## config.mk

```make
export PLATFORM = sky130hd
export DESIGN_NAME = plot_clip_fifo
export DESIGN_NICKNAME = d
export VERILOG_FILES = /design/src/rtl/vga_pkg.sv /design/src/rtl/plot_fifo_mem.sv /design/src/rtl/plot_clip_fifo.sv
export SDC_FILE = /design/constraint.sdc
export NUM_CORES = 1
export LEC_CHECK = 0
export BUFFER_PORTS_ARGS = -buffer_cell sky130_fd_sc_hd__clkbuf_2
export CORE_MARGIN = 2
export CORE_UTILIZATION = 57
export CTS_BUF_LIST = sky130_fd_sc_hd__clkbuf_16
export DETAILED_ROUTE_END_ITERATION = 12
export GPL_TIMING_DRIVEN = 1
export HOLD_SLACK_MARGIN = 0.1
export PLACE_DENSITY_LB_ADDON = 0.05
export SYNTH_ARGS = -nofsm -noshare
export SYNTH_HDL_FRONTEND = slang
export SYNTH_SLANG_ARGS = --single-unit
```

## constraint.sdc

```tcl
create_clock -name clk -period 5.66 [get_ports clk]
set_input_delay 0.283 -clock clk [delete_from_list [all_inputs] [get_ports clk]]
set_output_delay 0.283 -clock clk [all_outputs]
set_load 0.01 [all_outputs]
```

## src/rtl/vga_pkg.sv

```systemverilog
// Shared VGA pipeline definitions: screen geometry and the pixel word that
// travels between the renderers, the clip FIFO and the adapter.
package vga_pkg;

   localparam int unsigned SCREEN_W = 160;
   localparam int unsigned SCREEN_H = 120;

   typedef struct packed {
      logic [7:0] x;
      logic [6:0] y;
      logic [2:0] colour;
   } pixel_t;

   // Statistics counters stick at all-ones rather than wrapping back to zero.
   function automatic logic [15:0] sat_inc16(input logic [15:0] val);
      logic [15:0] res;
      if (val == 16'hFFFF) begin
         res = val;
      end else begin
         res = val + 16'd1;
      end
      return res;
   endfunction

endpackage

```

## src/rtl/plot_fifo_mem.sv

```systemverilog
// Pixel storage for the clip FIFO: register array with a synchronous write
// port and an asynchronous read port.
module plot_fifo_mem
   import vga_pkg::*;
#(
   parameter int unsigned DEPTH = 16,
   parameter int unsigned AW    = $clog2(DEPTH)
) (
   input  logic          clk,
   input  logic          we_i,
   input  logic [AW-1:0] waddr_i,
   input  pixel_t        wdata_i,
   input  logic [AW-1:0] raddr_i,
   output pixel_t        rdata_o
);

   pixel_t mem_q [DEPTH];

   // Write port; contents need no reset because the reader gates on occupancy.
   always_ff @(posedge clk) begin
      if (we_i) begin
         mem_q[waddr_i] <= wdata_i;
      end
   end

   assign rdata_o = mem_q[raddr_i];

endmodule

```

## src/rtl/plot_clip_fifo.sv

```systemverilog
// Clip-and-buffer stage between the shape renderers and the VGA adapter:
// drops off-screen pixels, queues on-screen ones and keeps drop statistics.
module plot_clip_fifo
   import vga_pkg::*;
#(
   parameter int unsigned DEPTH    = 16,
   parameter int unsigned SCREEN_W = vga_pkg::SCREEN_W,
   parameter int unsigned SCREEN_H = vga_pkg::SCREEN_H,
   parameter int unsigned CW       = $clog2(DEPTH + 1)
) (
   input  logic          clk,
   input  logic          rst_n,
   input  logic [7:0]    in_x,
   input  logic [6:0]    in_y,
   input  logic [2:0]    in_colour,
   input  logic          in_plot,
   output logic [7:0]    out_x,
   output logic [6:0]    out_y,
   output logic [2:0]    out_colour,
   output logic          out_plot,
   input  logic          out_ready,
   output logic [CW-1:0] count,
   output logic          overflow,
   output logic [15:0]   clipped_cnt,
   input  logic          clear_stats
);

   localparam int unsigned AW = $clog2(DEPTH);
   localparam logic [CW-1:0] FULL_CNT = CW'(DEPTH);

   logic [AW-1:0] wr_ptr_q, wr_ptr_d;
   logic [AW-1:0] rd_ptr_q, rd_ptr_d;
   logic [CW-1:0] count_q, count_d;
   logic          overflow_q, overflow_d;
   logic [15:0]   clipped_q, clipped_d;

   logic   in_range_s;
   logic   empty_s;
   logic   full_s;
   logic   pop_s;
   logic   push_s;
   pixel_t wdata_s;
   pixel_t rdata_s;

   // Full-width unsigned compare so x=160..255 and y=120..127 are all rejected.
   assign in_range_s = ({24'd0, in_x} < SCREEN_W) && ({25'd0, in_y} < SCREEN_H);
   assign empty_s    = (count_q == {CW{1'b0}});
   assign full_s     = (count_q == FULL_CNT);
   assign pop_s      = !empty_s && out_ready;
   // A full FIFO still accepts when the head leaves in the same cycle.
   assign push_s     = in_plot && in_range_s && (!full_s || pop_s);

   assign wdata_s.x      = in_x;
   assign wdata_s.y      = in_y;
   assign wdata_s.colour = in_colour;

   plot_fifo_mem #(
      .DEPTH (DEPTH),
      .AW    (AW)
   ) u_mem (
      .clk     (clk),
      .we_i    (push_s),
      .waddr_i (wr_ptr_q),
      .wdata_i (wdata_s),
      .raddr_i (rd_ptr_q),
      .rdata_o (rdata_s)
   );

   // Pointer and occupancy next-state.
   always_comb begin
      wr_ptr_d = wr_ptr_q;
      rd_ptr_d = rd_ptr_q;
      count_d  = count_q;
      if (push_s) begin
         wr_ptr_d = wr_ptr_q + AW'(1);
      end else begin
         wr_ptr_d = wr_ptr_q;
      end
      if (pop_s) begin
         rd_ptr_d = rd_ptr_q + AW'(1);
      end else begin
         rd_ptr_d = rd_ptr_q;
      end
      case ({push_s, pop_s})
         2'b10:   count_d = count_q + CW'(1);
         2'b01:   count_d = count_q - CW'(1);
         default: count_d = count_q;
      endcase
   end

   // Statistics next-state: a drop in the same cycle overrides clear_stats.
   always_comb begin
      overflow_d = overflow_q;
      clipped_d  = clipped_q;
      if (in_plot && in_range_s && !push_s) begin
         overflow_d = 1'b1;
      end else if (clear_stats) begin
         overflow_d = 1'b0;
      end else begin
         overflow_d = overflow_q;
      end
      if (in_plot && !in_range_s) begin
         if (clear_stats) begin
            clipped_d = 16'd1;
         end else begin
            clipped_d = sat_inc16(clipped_q);
         end
      end else if (clear_stats) begin
         clipped_d = 16'd0;
      end else begin
         clipped_d = clipped_q;
      end
   end

   // State registers with synchronous active-low reset.
   always_ff @(posedge clk) begin
      if (!rst_n) begin
         wr_ptr_q   <= {AW{1'b0}};
         rd_ptr_q   <= {AW{1'b0}};
         count_q    <= {CW{1'b0}};
         overflow_q <= 1'b0;
         clipped_q  <= 16'd0;
      end else begin
         wr_ptr_q   <= wr_ptr_d;
         rd_ptr_q   <= rd_ptr_d;
         count_q    <= count_d;
         overflow_q <= overflow_d;
         clipped_q  <= clipped_d;
      end
   end

   // Head of queue, forced to zero while empty so stale storage never leaks out.
   always_comb begin
      out_x      = 8'd0;
      out_y      = 7'd0;
      out_colour = 3'd0;
      if (!empty_s) begin
         out_x      = rdata_s.x;
         out_y      = rdata_s.y;
         out_colour = rdata_s.colour;
      end else begin
         out_x      = 8'd0;
         out_y      = 7'd0;
         out_colour = 3'd0;
      end
   end

   assign out_plot    = !empty_s;
   assign count       = count_q;
   assign overflow    = overflow_q;
   assign clipped_cnt = clipped_q;

endmodule

```

==> results_dict.tcl, run 1 <==
set metrics [dict create \
    status "finished clean" \
    vias 6911 \
    setup.worst_path.end_class "output pin" \
    async_flop_share_pct 0 \
    synth_area_leaders "edfxtp_1 (67%), mux4_2 (13%), dfxtp_1 (5.3%)" \
    worstPathRequired_ns 5.38 \
    cp.arrival_ns 3.38 \
    fill_cells 1437 \
    crit_path_cell_trace "nor4_1, nand2b_1, nand2b_1, o22ai_1, clkbuf_2" \
    r2r-end "u_mem.mem_q[1][10]" \
    avgSynthCellArea_um2 18.9 \
    power_uw 6070 \
    ant_nets 0 \
    synth_edf_count 288 \
    whs_endpoint "u_mem.mem_q[8][4]" \
    io_buffers 63 \
    cp_max_fo 18 \
    p_int_uw 4490 \
    grt_pass1_wl_um 42400 \
    fin_setup_tns_ns 0 \
    grt_max_degree 50 \
    crit_type "flop to output pin" \
    area_delta_synth_final_pct 15.2 \
    cts_tree "done" \
    swShare_pct 26.0 \
    root_buffer "clkbuf_16" \
    maxCapViolations 0 \
    antenna_found_initial 0 \
    path_clk_slew_ns 0.06 \
    p_comb_share_pct 16.8 \
    yosysTopAreaCell "edfxtp_1" \
    drc 0 \
    clock_latency_ns 0.51 \
    hp-start "in_y[1]" \
    coreArea_mm2 0.0220 \
    multi_input_area_mm2 0.00345 \
    synth_top_area_share_pct 67.2 \
    ys_seq_area_share_pct 72.5 \
    seq_power_share_pct 45.2 \
    synth.most_common_cell "edfxtp_1" \
    rrSetupSlack_ns 2.93 \
    ys_warn_count 0 \
    syn_area_mm2 0.0129 \
    h-tree-depth 2 \
    finalSetupViolCount 0 \
    finalCritPeriodShare_pct 64.7 \
    synthDistinctLibCells 52 \
    grt_pass1_vias 7161 \
    report.final.hold_viol_count 0 \
    area.sequential_mm2 0.00934 \
    dp_hpwl_um 15800 \
    synth_common_cells "edfxtp_1 (288), mux4_2 (72), mux2i_1 (44), dfxtp_1 (34), nor2_1 (21)" \
    synth_cells 682 \
    powerDensity_mw_per_mm2 410 \
    final_area_mm2 0.0148 \
    drtIter0Drc 610 \
    r2r-start "count[0]" \
    synth_top_flop_cell "edfxtp_1" \
    via_per_inst 6.42 \
    diodes 0 \
    rows 54 \
    drive_above_1_share_pct 29.8 \
    switchingPower_uw 1580 \
    overflow 0 \
    postPlaceCellArea_mm2 0.0135 \
    die_h_um 154 \
    hold_path_class "input port to flop" \
    cts_max_path_buffers 3 \
    fmax_ghz 0.273 \
    clockPowerShare_pct 38.0 \
    p_leak_uw 0.00477 \
    gp_congestion 0.879 \
    clkSinkCount 322 \
    rsz0062_at_grt "no" \
    ys_seq_elements 322 \
    critical-path-max-stage-delay_ns 0.94 \
    max_slew_margin_pct 11.5 \
    syn-num-nets 715 \
    min_path_cells 1 \
    fin_crit_ns 3.66 \
    cpMostUsedCell "nand2b_1" \
    worst_slew_pin_slew_ns 1.33 \
    worstSetupStartpointType "flop" \
    ios 64 \
    cts_made_buffers 36 \
    postLayoutSetupSlackWorst_ns 2.00 \
    die_width_um 154 \
    grt_usage_pct 24.0 \
    fin_nets 802 \
    r2r_cells 5 \
    die_area_mm2 0.0238 \
    cp_slowest_cell "nand2b_1" \
    initial_utilization_pct 58.6 \
    finClkSkew_ns 0.0113 \
    final-max-slew-violation-count 0 \
    ir_drop_v 0.000290 \
    pre_cts_ws_ns 2.32 \
    drt-total-wl_um 27700 \
    dr.pass1.iters 4 \
    wl_per_cell_um 25.8 \
]
-- per-layer routing --
layer	up-vias	track usage (%)	part of all wire, %
met4	0	6.99	2.2
li1	3015	-	-
met3	54	4.26	5.3
met5	-	0	0
met1	3599	33.0	43
met2	243	40.1	50
-- layout by cell type, fill, tap and decap left out, types with 5 or more instances in the layout --
master     synthesis  layout
a21oi_1           20      20
clkbuf_2           1      63
ha_1               9       9
nand3_1           18      18
clkinv_2           0      12
nor2_1            21       9
inv_1              5       6
buf_4              0      10
nand2_1           20      20
and4_1             6       6
o21ai_0            9       9
clkbuf_16          0      37
nand2b_1           8       8
mux2i_1           44      44
o22ai_1           18      18
mux4_2            72      72
buf_8              0       5
edfxtp_1         288     288
o31ai_1            7       7
or4_1              9       9
nand4_1            8       8
nor2_2             0      10
dfxtp_1           34      31
-- worst max-delay path by stage --
| stage | startpoint | endpoint | slack (ns) | depth (start not counted) |
|---|---|---|---|---|
| final | count[0] | out_y[4] | 2.00 | 5 |
| after global routing | flop | out_colour[2] | 1.82 | 5 |
| after CTS | flop | out_y[5] | 2.01 | 5 |
| after detailed placement | in_x[6] | u_mem.mem_q[11][10] | 2.32 | 5 |
| after global placement | in_x[6] | u_mem.mem_q[11][10] | 2.50 | 5 |
| after floorplan | in_x[6] | u_mem.mem_q[3][0] | 2.75 | 5 |
-- metrics by stage --
| step | hold slack [ns] | cells | utilization [%] |
|---|---|---|---|
| after floorplan | 0.382 | 682 | - |
| after global placement | 0.485 | 1005 | 61.7 |
| after detailed placement | 0.503 | 1005 | 61.7 |
| after CTS | 0.160 | 1071 | 67.1 |
| after global routing | 0.200 | 1076 | 67.5 |
| final | 0.190 | 1076 | 67.5 |
-- critical path: cells and delay by family, from the launching register on --
family | cells | cell delay [ns]
and+or+nand+nor | 3 | 1.87
buffers and inverters | 1 | 0.24
AOI/OAI and AO/OA | 1 | 0.37
DFF | 1 | 0.38
-- power groups by stage --
stage	logic (uW)	clock network (uW)	registers (uW)
after floorplan	755	0	2720
after global placement	1010	0	2800
after detailed placement	1020	0	2800
after CTS	1030	2350	2750
after global routing	1090	2440	2770
final	1020	2310	2750
-- area by class of cell --
type / instances / share of cell area (%)
clock buffers: 37 / 6.25
clock inverters: 28 / 1.77
inverters: 6 / 0.152
multi-input cells: 324 / 23.3
flip-flops and latches: 322 / 63.0
repair buffers: 79 / 3.21
well taps: 280 / 2.36
-- kinds of logic (layout without fill, tap and decap cells) --
| kind of cell | after synthesis | count (layout) | synth area share, % |
|---|---|---|---|
| flip-flops | 322 | 322 | 72.5 |
| multiplexers | 119 | 119 | 16.3 |
| AND/OR/NAND/NOR | 118 | 118 | 5.10 |
| AO/OA/AOI/OAI | 75 | 75 | 3.73 |
| buffers and inverters | 36 | 150 | 1.16 |
| adder cells (fa/ha/maj) | 10 | 10 | 1.03 |
| XOR/XNOR | 2 | 2 | 0.136 |
-- what timing repair did --
| action | in CTS | in global routing |
|---|---|---|
| buffers inserted | 0 | 0 |
| gates resized for setup | 0 | 0 |
| hold endpoints to repair | 1 | 0 |
| hold buffers | 1 | 0 |
-- sequential cells by signal, summed over array words and instances (netlist names), named ones only --
signal       flops
clipped_cnt     16
count            5
overflow         1
rd_ptr_q         4
u_mem.mem_q    288
wr_ptr_q         4
No activity file was read; power rests on OpenSTA's default activity.
==> run 2: changes to the inputs <==
Clock period 5.66 ns to 3.5 ns, I/O delays scaled along.
==> results_dict.tcl, run 2 (same netlist as run 1, synthesis figures left out) <==
set metrics [dict create \
    r2r-start "count[0]" \
    rrSetupSlack_ns 0.75 \
    utilization_pct 67.5 \
    grt_max_degree 37 \
    maxCapViolations 0 \
    min_path_cells 1 \
    overflow 0 \
    whs_ns 0.0946 \
    die_width_um 154 \
    finalCritPeriodShare_pct 80.0 \
    cts_made_buffers 34 \
    vias 6991 \
    cp_slowest_cell "dfxtp_2" \
    drc 0 \
    wl_per_cell_um 25.3 \
    report.final.hold_viol_count 0 \
    final_common_cell "edfxtp_1" \
    drt-total-wl_um 27600 \
    ir_drop_v 0.000442 \
    fin_nets 820 \
    rows 54 \
    hold_path_class "input port to flop" \
    crit_path_cell_trace "buf_4, mux4_2, mux2i_1, o22ai_1, clkbuf_2" \
    ios 64 \
    cts_resized 0 \
    grt_pass1_wl_um 41800 \
    coreArea_mm2 0.0220 \
    setup.worst_path.end_class "output pin" \
    critical-path-max-stage-delay_ns 0.88 \
    fmax_ghz 0.357 \
    drive_above_1_share_pct 29.3 \
    r2r_cells 8 \
    io_buffers 63 \
    final_cell_mix "edfxtp_1 (288), mux4_2 (72), clkbuf_2 (63)" \
    area_delta_synth_final_pct 15.1 \
    cp_max_fo 26 \
    r2r-end "count[4]" \
    hp-start "in_colour[2]" \
    clock_latency_ns 0.51 \
    largest_reg_flops 288 \
    powerDensity_mw_per_mm2 640 \
    cts_max_path_buffers 3 \
    power_uw 9480 \
    finalSetupViolCount 0 \
    antenna_found_initial 0 \
    diodes 0 \
    dp_hpwl_um 16800 \
    cp.arrival_ns 2.63 \
    worstSetupStartpointType "flop" \
    path_buf_inv 2 \
    clkSinkCount 322 \
    die_area_mm2 0.0238 \
    cts_tree "done" \
    whs_endpoint "u_mem.mem_q[4][2]" \
    final-max-slew-violation-count 0 \
    h-tree-depth 2 \
    status "finished clean" \
    path_clk_slew_ns 0.06 \
    crit_type "flop to output pin" \
    grt_usage_pct 23.7 \
    rsz0062_at_grt "no" \
    top_register "u_mem.mem_q" \
    fin_setup_tns_ns 0 \
    fin_crit_ns 2.80 \
    worstPathRequired_ns 3.32 \
    via_per_inst 6.41 \
    cp_top_family "flip-flops" \
    finClkSkew_ns 0.0168 \
    drtIter0Drc 675 \
    p_leak_uw 0.00482 \
    initial_utilization_pct 58.6 \
    max_slew_margin_pct 27.5 \
    dr.pass1.iters 5 \
    ant_nets 0 \
    grt_pass1_vias 7071 \
    root_buffer "clkbuf_16" \
    worst_slew_pin_slew_ns 1.08 \
    die_h_um 154 \
    gp_congestion 0.884 \
]
[run 2: cell count changes in the layout (fill, tap and decap cells not counted), moves of 5 or more]
| cell | change |
|---|---|
| buf_4 | +18 |
| buf_8 | -5 |
| clkinv_2 | -7 |
| inv_1 | +7 |
[run 2: power by group]
part	total, uW	switching [uW]	leakage [uW]	internal, uW
Clock	3280	1390	0.000534	1890
Sequential	4400	140	0.00287	4260
Combinational	1800	964	0.00141	832
[run 2: worst max path at each step]
stage,from,to,slack (ns),cells after the start
final,flop,out_y[6],0.70,5
after global routing,count[0],out_x[5],0.49,6
after CTS,flop,out_y[6],0.64,5
after detailed placement,count[0],count[4],0.84,8
after global placement,count[0],count[4],0.95,8
after floorplan,in_x[6],u_mem.mem_q[3][0],0.70,5
[run 2: metrics by stage]
stage / instance area (um^2) / setup slack, ns / instances
final: 14800 / 0.699 / 1090
after global placement: 13800 / 0.945 / 1027
after global routing: 14800 / 0.493 / 1090
after detailed placement: 13800 / 0.837 / 1027
after CTS: 14800 / 0.637 / 1090
after floorplan: 12900 / 0.698 / 682
[run 2: final cells by class]
cell class | instances | area [um^2]
repair buffers | 99 | 646
inverters | 6 | 22.5
well taps | 280 | 350
fillers | 1388 | 7140
flip-flops and latches | 322 | 9340
clock inverters | 22 | 95.1
clock buffers | 37 | 926
multi-input cells | 324 | 3440
[run 2: worst register-to-register path, stage by stage, from the launching register on]
cell and delay (ns):
dfxtp_1 0.38, or4_4 0.60, o21ai_2 0.36, nor2_1 0.19, ha_1 0.40, a21oi_1 0.24, a21oi_1 0.10, a311oi_1 0.25
nand3_1 0.11
[run 2: routing by layer]
layer	vias up	routed length, um	GRT usage (%)
met5	-	0	0
met4	0	619	7.12
met1	3610	11800	34.7
met2	284	13400	37.3
li1	3045	-	-
met3	52	1860	4.03
[run 2: what timing repair did]
action,4_1_cts,5_1_grt
setup endpoints to repair,0,0
buffers inserted,0,0
endpoints found under the hold margin,35,0
hold buffers,4,0
